### config.mk
export PLATFORM = sky130hd
export DESIGN_NAME = csa_reduce_pipe
export DESIGN_NICKNAME = d
export VERILOG_FILES = /design/src/rtl/fpm_pkg.sv /design/src/rtl/csa32_layer.sv /design/src/rtl/full.sv /design/src/rtl/csa_reduce_pipe.sv
export SDC_FILE = /design/constraint.sdc
export NUM_CORES = 1
export LEC_CHECK = 0
export BUFFER_PORTS_ARGS = -buffer_cell sky130_fd_sc_hd__buf_2
export CAP_MARGIN = 20
export CORE_MARGIN = 4
export CORE_UTILIZATION = 55
export CTS_CLUSTER_DIAMETER = 80
export DETAILED_ROUTE_END_ITERATION = 16
export GPL_TIMING_DRIVEN = 0
export HOLD_SLACK_MARGIN = 0.03
export PLACE_DENSITY = 0.79
export SKIP_LAST_GASP = 1
export SYNTH_ARGS = -nofsm -noshare
export SYNTH_HDL_FRONTEND = slang
export SYNTH_SLANG_ARGS = --single-unit
### constraint.sdc
create_clock -name clk -period 1.9 [get_ports clk]
set_clock_uncertainty 0.05 [all_clocks]
set_input_delay 0.38 -clock clk [delete_from_list [all_inputs] [get_ports clk]]
set_output_delay 0.38 -clock clk [all_outputs]
set_load 0.02 [all_outputs]
### src/rtl/fpm_pkg.sv
`default_nettype none
// ============================================================================
// Module      : fpm_pkg
// Description : Shared constants and elaboration-time helpers for the
//               multiplier datapath. The helpers size the carry-save
//               reduction tree from the number of partial-product rows.
//                 csa_rows_after(rows, k) : row count after k 3:2 layers
//                 csa_levels(rows)        : layers needed to reach 2 rows
// Revision    : 1.0 - initial release
// ============================================================================
package fpm_pkg;

  localparam int CSA_MIN_ROWS = 3;
  localparam int CSA_MAX_ROWS = 16;

  // Each layer turns every complete triple into two rows; leftovers pass.
  function automatic int csa_rows_after(input int rows, input int k);
    int r;
    r = rows;
    for (int i = 0; i < k; i++) begin
      r = r - (r / 3);
    end
    return r;
  endfunction

  // Bounded loop: row count strictly decreases while above two.
  function automatic int csa_levels(input int rows);
    int r;
    int l;
    r = rows;
    l = 0;
    for (int i = 0; i < 32; i++) begin
      if (r > 2) begin
        r = r - (r / 3);
        l = l + 1;
      end
    end
    return l;
  endfunction

endpackage : fpm_pkg
`default_nettype wire

### src/rtl/csa32_layer.sv
`default_nettype none
// ============================================================================
// Module      : csa32_layer
// Description : One combinational carry-save layer. Input rows are grouped
//               into triples from row 0 upward; each triple yields a sum row
//               and a carry row (shifted left one, truncated to WIDTH).
//               Output order: all sums, all carries, then pass-through rows.
// Ports       : in_rows  : R_IN rows, row r at [r*WIDTH +: WIDTH]
//               out_rows : csa_rows_after(R_IN,1) rows, same packing
// Revision    : 1.0 - initial release
// ============================================================================
module csa32_layer
  import fpm_pkg::*;
#(
  parameter int WIDTH = 48,
  parameter int R_IN  = 3
) (
  input  logic [R_IN*WIDTH-1:0]                       in_rows,
  output logic [csa_rows_after(R_IN, 1)*WIDTH-1:0]    out_rows
);

  localparam int c_TRIPLES = R_IN / 3;
  localparam int c_PASS    = R_IN - (3 * c_TRIPLES);

  for (genvar t = 0; t < c_TRIPLES; t++) begin : g_triple
    logic [WIDTH-1:0] w_a;
    logic [WIDTH-1:0] w_b;
    logic [WIDTH-1:0] w_c;
    logic [WIDTH-1:0] w_s;
    logic [WIDTH-2:0] w_maj;

    assign w_a = in_rows[(3*t)*WIDTH   +: WIDTH];
    assign w_b = in_rows[(3*t+1)*WIDTH +: WIDTH];
    assign w_c = in_rows[(3*t+2)*WIDTH +: WIDTH];

    for (genvar b = 0; b < WIDTH - 1; b++) begin : g_bit
      full u_full (
        .a  (w_a[b]),
        .b  (w_b[b]),
        .ci (w_c[b]),
        .s  (w_s[b]),
        .co (w_maj[b])
      );
    end

    // The carry out of the top bit would shift past WIDTH and is discarded,
    // so the top slice only needs its parity.
    assign w_s[WIDTH-1] = w_a[WIDTH-1] ^ w_b[WIDTH-1] ^ w_c[WIDTH-1];

    assign out_rows[t*WIDTH +: WIDTH]               = w_s;
    assign out_rows[(c_TRIPLES+t)*WIDTH +: WIDTH]   = {w_maj, 1'b0};
  end

  for (genvar p = 0; p < c_PASS; p++) begin : g_pass
    assign out_rows[(2*c_TRIPLES+p)*WIDTH +: WIDTH] =
      in_rows[(3*c_TRIPLES+p)*WIDTH +: WIDTH];
  end

endmodule : csa32_layer
`default_nettype wire

### src/rtl/full.sv
`default_nettype none
// ============================================================================
// Module      : full
// Description : One-bit full adder cell (3:2 compressor bit slice).
// Ports       : a, b, ci : addend bits
//               s        : sum bit (parity)
//               co       : carry bit (majority)
// Revision    : 1.0 - initial release
// ============================================================================
module full (
  input  logic a,
  input  logic b,
  input  logic ci,
  output logic s,
  output logic co
);

  assign s  = a ^ b ^ ci;
  assign co = (a & b) | (a & ci) | (b & ci);

endmodule : full
`default_nettype wire

### src/rtl/csa_reduce_pipe.sv
`default_nettype none
// ============================================================================
// Module      : csa_reduce_pipe
// Description : Pipelined carry-save reduction tree. Compresses ROWS aligned
//               partial-product rows into one sum row and one carry row via
//               layered 3:2 compressors. A register stage follows every
//               REG_EVERY layers and always follows the last layer; each
//               stage carries a valid bit and uses a collapsing ready chain.
// Ports       : clk, rst_n           : clock, synchronous active-low reset
//               in_valid / in_ready  : operand handshake
//               in_rows              : ROWS rows, row r at [r*WIDTH +: WIDTH]
//               out_valid / out_ready: result handshake
//               out_sum, out_carry   : result rows (carry bit 0 always 0)
// Revision    : 1.0 - initial release
// ============================================================================
module csa_reduce_pipe
  import fpm_pkg::*;
#(
  parameter int WIDTH     = 48,
  parameter int ROWS      = 6,
  parameter int REG_EVERY = 1
) (
  input  logic                  clk,
  input  logic                  rst_n,
  input  logic                  in_valid,
  output logic                  in_ready,
  input  logic [ROWS*WIDTH-1:0] in_rows,
  output logic                  out_valid,
  input  logic                  out_ready,
  output logic [WIDTH-1:0]      out_sum,
  output logic [WIDTH-1:0]      out_carry
);

  localparam int c_LAYERS = csa_levels(ROWS);

  // Every layer block exposes the valid/ready seen at its boundaries. For an
  // unregistered layer both simply pass through, so a register stage sees the
  // valid of the previous stage and the ready of the next one.
  for (genvar k = 0; k < c_LAYERS; k++) begin : g_layer
    localparam int c_R_IN  = csa_rows_after(ROWS, k);
    localparam int c_R_OUT = csa_rows_after(ROWS, k + 1);
    localparam bit c_REG   = (((k + 1) % REG_EVERY) == 0) || (k == c_LAYERS - 1);

    logic [c_R_IN*WIDTH-1:0]  w_in;
    logic [c_R_OUT*WIDTH-1:0] w_out;
    logic [c_R_OUT*WIDTH-1:0] w_q;
    logic                     w_vin;
    logic                     w_vout;
    logic                     w_rdy_in;
    logic                     w_rdy_out;

    if (k == 0) begin : g_src_port
      assign w_in  = in_rows;
      assign w_vin = in_valid;
    end else begin : g_src_prev
      assign w_in  = g_layer[k-1].w_q;
      assign w_vin = g_layer[k-1].w_vout;
    end

    if (k == c_LAYERS - 1) begin : g_rdy_port
      assign w_rdy_out = out_ready;
    end else begin : g_rdy_next
      assign w_rdy_out = g_layer[k+1].w_rdy_in;
    end

    csa32_layer #(
      .WIDTH (WIDTH),
      .R_IN  (c_R_IN)
    ) u_layer (
      .in_rows  (w_in),
      .out_rows (w_out)
    );

    if (c_REG) begin : g_reg
      logic                     r_valid;
      logic [c_R_OUT*WIDTH-1:0] r_data;

      // An empty stage accepts regardless of downstream stall (bubble collapse).
      assign w_rdy_in = !r_valid || w_rdy_out;

      always_ff @(posedge clk) begin
        if (!rst_n) begin
          r_valid <= 1'b0;
          r_data  <= '0;
        end else if (w_rdy_in) begin
          r_valid <= w_vin;
          if (w_vin) begin
            r_data <= w_out;
          end
        end
      end

      assign w_vout = r_valid;
      assign w_q    = r_data;
    end else begin : g_comb
      assign w_rdy_in = w_rdy_out;
      assign w_vout   = w_vin;
      assign w_q      = w_out;
    end
  end

  assign in_ready  = g_layer[0].w_rdy_in;
  assign out_valid = g_layer[c_LAYERS-1].w_vout;

  // The last layer always reduces three rows to exactly one sum and one carry.
  assign out_sum   = g_layer[c_LAYERS-1].w_q[WIDTH-1:0];
  assign out_carry = g_layer[c_LAYERS-1].w_q[2*WIDTH-1:WIDTH];

endmodule : csa_reduce_pipe
`default_nettype wire

* Yosys cells after proc, flatten, opt, wreduce, memory -nomap -nowiden *
Index checks and enable logic that the tools add are counted.

word-level totals
  bits in registers = 430
  bits of input ports = 292
  output and inout bits = 98
  logic and storage cells = 1327

operators by class
  bitwise gates (word level) = 1312
  reductions and logical operators = 9

operators with widths
  kind                 count
  bitwise AND 1 bit    559
  XOR 1 bit            381
  bitwise OR 1 bit     372
  AND reduction 2 bit  3
  logical NOT 1 bit    3
  logical OR 1 bit     3

* Depth between registers and ports, before layout *
  word-level depth = 5
  gate-level depth with buffers = 8
  depth with buffers taken out = 4

* Cells and area by module *
A second synthesis with hierarchy kept.

unflattened totals
  cells, all modules = 2155
  area total of the unflattened synthesis = 21369.2 µm²

modules (own cells, without submodules)
  module                             times used  cells an instance  area each (µm²)
  csa_reduce_pipe                    1           1908               17108.9
  full                               188         1                  20.0
  csa32_layer at g_layer[1].u_layer  1           51                 395.4
  csa32_layer at g_layer[0].u_layer  1           5                  66.3
  csa32_layer at g_layer[2].u_layer  1           3                  35.0

* Least setup slack after synthesis *
OpenSTA, ideal clock, no wires.

  path type = reg-to-output
  start = register g_layer[2].g_reg.r_valid (netlist: out_valid)
  end = output port in_ready
  arrival time = 1.172 ns
  slack = 0.298 ns
  cell stages (with the launch flop) = 6
  path buffers = 3
  cell sequence = dfxtp_1 -> and4b_1 -> buf_6 -> inv_4 -> buf_12 -> buf_8

between the ends
  cells in the longest elaborated chain, start to end = 4

ends and longest elaborated chain
  what                            RTL line               source
  from (decl)                     csa_reduce_pipe.sv:75  logic r_valid;
  from (signal assigned)          csa_reduce_pipe.sv:86  r_valid <= w_vin;
  logical NOT 1 bit               csa_reduce_pipe.sv:79  assign w_rdy_in = !r_valid || w_rdy_out;
  logical OR 1 bit (3 in series)  csa_reduce_pipe.sv:79
  to (decl)                       csa_reduce_pipe.sv:26  output logic in_ready,

Every way passes these cells.

* Worst setup path after layout *
Ends and elaborated chain as after synthesis.

==> flow_metrics.tcl <==
set metrics [dict create \
    finalWorstSetupSlack_ns -0.0726 \
    std_cell_rows 69 \
    clkPwrFrac 0.415 \
    fin_crit_ns 1.97 \
    yosysSeqAreaShare 0.425 \
    yosys-top-cells-area "dfxtp_1, fa_1, a21oi_1, nand3_1, o21ai_0" \
    fin_crit_sh 1.04 \
    dieHeight_um 200 \
    switching_share 0.262 \
    port_buffers 386 \
    yosysWarnings 0 \
    status "complete, but fails checks" \
    grt_pass1_vias 19200 \
    synthAdderAreaFrac 0.185 \
    r2r_cells 9 \
    start_kind "register" \
    min_from "rst_n" \
    crit_fanout 6 \
    die_x_um 200 \
    synthMuxAreaShare 0 \
    fin_util 0.676 \
    numCtsBuffers 44 \
    finalSetupViolations 1 \
    required_ns 1.47 \
    clkSinkCount 429 \
    die-area_um2 39900 \
    synth_xor_area_frac 0.00347 \
    whs_path_depth 3 \
    grt_max_degree 14 \
    cts_buffer_depth 3 \
    ys_ff_latch 429 \
    synth-simple-area-share 0.110 \
    place_congestion 0.967 \
    drv_slew 0 \
    clockRootBuffer "clkbuf_16" \
    crit_path_end_kind "primary output" \
    clkTransAtPathRegs_ns 0.07 \
    grt-ovfl-total 0 \
    core_um2 35900 \
    syn2layout_area_growth_pct 20.1 \
    nFillCells 2977 \
    dp_slack_ns -0.586 \
    crit_arrival_ns 1.54 \
    synth_top_family_by_area "compound AO/OA/AOI/OAI gates" \
    io-pin-count 390 \
    synth_cell_types 34 \
    cts_max_level 2 \
    cap_violations 0 \
    netlist.area_leader.share 0.425 \
    peakVddDrop_uv 583 \
    wire_per_inst_um 23.7 \
    grt_usage 0.354 \
    syn_area_per_cell_um2 9.39 \
    dpl.hpwl_mm 54.5 \
    maxClockFrequency_ghz 0.507 \
    drive_gt1_frac 0.233 \
    yosysTopAreaCell "dfxtp_1" \
    p_int_mw 15.6 \
    p_per_area_nw_per_um2 869 \
    hold_viol 0 \
    ant_nets 0 \
    drtIter0Drc 1857 \
    holdPathEnd "g_layer[0].g_reg.r_data[95]$_SDFFE_PN0P_" \
    reg2reg_from "out_valid$_SDFFE_PN0P_" \
    r2r-end "g_layer[0].g_reg.r_data[6]$_SDFFE_PN0P_" \
    violations "setup timing" \
    pwr-share-seq 0.462 \
    postCtsHoldBufs 0 \
    clkLatencyLatePin_ns 0.55 \
    viasPerCell 6.22 \
    cts_tree "done" \
    first_pass_iters 6 \
    tightestPinTransition_ns 0.831 \
    antenna_found_initial 2 \
    p_leak_nw 9.75 \
    finalNonFillerCells 3083 \
    rsz0062_at_grt "true" \
    r2r_slack_ns 0.03 \
    slew_headroom 0.446 \
    num_vias 19200 \
    combPwrFrac 0.123 \
    grt_pass1_wl_mm 108 \
    synth-compound-area-share 0.213 \
    switchingPower_mw 5.52 \
    dp_cells 2999 \
    drc 0 \
    hold_class "primary input to register" \
    wl_mm 73.0 \
    nNetsFinal 3068 \
    worstSetupPathType "register to primary output" \
    synth_area_um2 20200 \
    synthCells 2151 \
    start_util 0.562 \
]
## logic make-up (layout without fill, tap and decap cells)
family                     after synthesis  in the layout
xor gates and xnor gates                 8              8
buffers and inverters                  241            709
and+or+nand+nor                        432            432
AOI/OAI and AO/OA                      853            853
DFF                                    429            429
adders and majority gates              187            187
other                                    1              4
## final cells by class
type                       instances  area, um2  area share
multi-input combinational       1482      10300       0.426
sequential                       429       8590       0.354
timing repair buffer             394       2010      0.0827
clock buffer                      64       1330      0.0547
buffer                           233       1270      0.0525
tap                              461        577      0.0238
clock inverter                    13        123     0.00505
inverter                           5       21.3    0.000877
antenna                            2       5.00    0.000206
## sequential cells by signal, indices dropped and copies added, names as in the netlist
register and cells:
g_layer.g_reg.r_data 426, out_valid 1, g_layer.g_reg.r_valid 2
## worst max path at each step
stage / end / startpoint / slack (ns)
final: in_ready / out_valid$_SDFFE_PN0P_ / -0.07
after detailed placement: g_layer[0].g_reg.r_data[61]$_SDFFE_PN0P_ / rst_n / -0.59
after global placement: g_layer[0].g_reg.r_data[60]$_SDFFE_PN0P_ / rst_n / -0.54
after CTS: in_ready / out_valid$_SDFFE_PN0P_ / -0.13
after global routing: in_ready / out_valid$_SDFFE_PN0P_ / -0.11
after floorplan: in_ready / out_valid$_SDFFE_PN0P_ / 0.30
## power by group through the flow
stage	clock network (mW)	registers, mW	logic (mW)
global route	9.14	9.79	2.84
detailed placement	0	9.93	2.50
global placement	0	9.91	2.46
CTS	8.73	9.74	2.53
finish	8.75	9.75	2.59
floorplan	0	9.88	1.32
## placed cells by master, fill, tap and decap left out, drive strengths merged
cell / instances
xnor2: 5
ha: 1
a21oi: 426
clkbuf: 211
xor2: 3
o22ai: 2
nor2: 1
diode: 2
o41ai: 1
buf: 480
conb: 2
o21ai: 422
clkinv: 9
bufinv: 2
dfxtp: 429
nand2b: 1
and3b: 1
o211ai: 1
inv: 7
and4b: 1
and2b: 1
nand3: 423
nand2: 3
fa: 186
nand3b: 1
a41o: 1
## synth_stat cells
| master | n |
|---|---|
| dfxtp_1 | 429 |
| a21oi_1 | 418 |
| nand3_1 | 415 |
| o21ai_0 | 374 |
| fa_1 | 186 |
| clkbuf_1 | 142 |
| o21ai_1 | 48 |
| buf_2 | 42 |
| buf_6 | 31 |
| a21oi_2 | 8 |
| buf_1 | 8 |
| buf_4 | 8 |
| nand3_2 | 8 |
| xnor2_1 | 5 |
| inv_2 | 3 |
| nand2_1 | 3 |
| xor2_1 | 3 |
| buf_12 | 2 |
| buf_8 | 2 |
| o22ai_1 | 2 |
| a41o_1 | 1 |
| and2b_1 | 1 |
| and3b_1 | 1 |
| and4b_1 | 1 |
| clkbuf_2 | 1 |
| conb_1 | 1 |
| ha_1 | 1 |
| inv_1 | 1 |
| inv_4 | 1 |
| nand2b_1 | 1 |
| nand3b_1 | 1 |
| nor2_1 | 1 |
| o211ai_1 | 1 |
| o41ai_1 | 1 |
## critical path, cell delays in order, from the launching register on
cell     delay [ns]
dfxtp_2        0.37
and4b_1        0.22
buf_6          0.11
inv_4          0.04
buf_12         0.12
buf_8          0.12
## layer usage
layer	track usage	share of wire	wire length, um	up-vias
met5	0	0	0	-
met4	0.152	0.046	3360	0
met3	0.0732	0.10	7610	229
met2	0.584	0.47	34600	1201
met1	0.456	0.38	27500	9271
li1	-	-	-	8467
## stage by stage
stage	hold slack (ns)	power (mW)	setup TNS, ns	instance area [um2]
final	0.117	21.1	-0.0726	24300
after global routing	0.117	21.8	-0.110	24300
after CTS	0.0969	21.0	-1.62	24200
after detailed placement	0.404	12.4	-92.67	22700
after global placement	0.395	12.4	-87.11	22700
after floorplan	0.390	11.2	0	20200
## timing repair
action / in CTS / in global routing
pin swaps: 0 / 1
cloned: 0 / 0
setup endpoints to repair: 44 / 286
endpoints found under the hold margin: 0 / 0
buffers inserted: 8 / 0
resized for setup: 13 / 62
(Power assumes the default switching activity.)
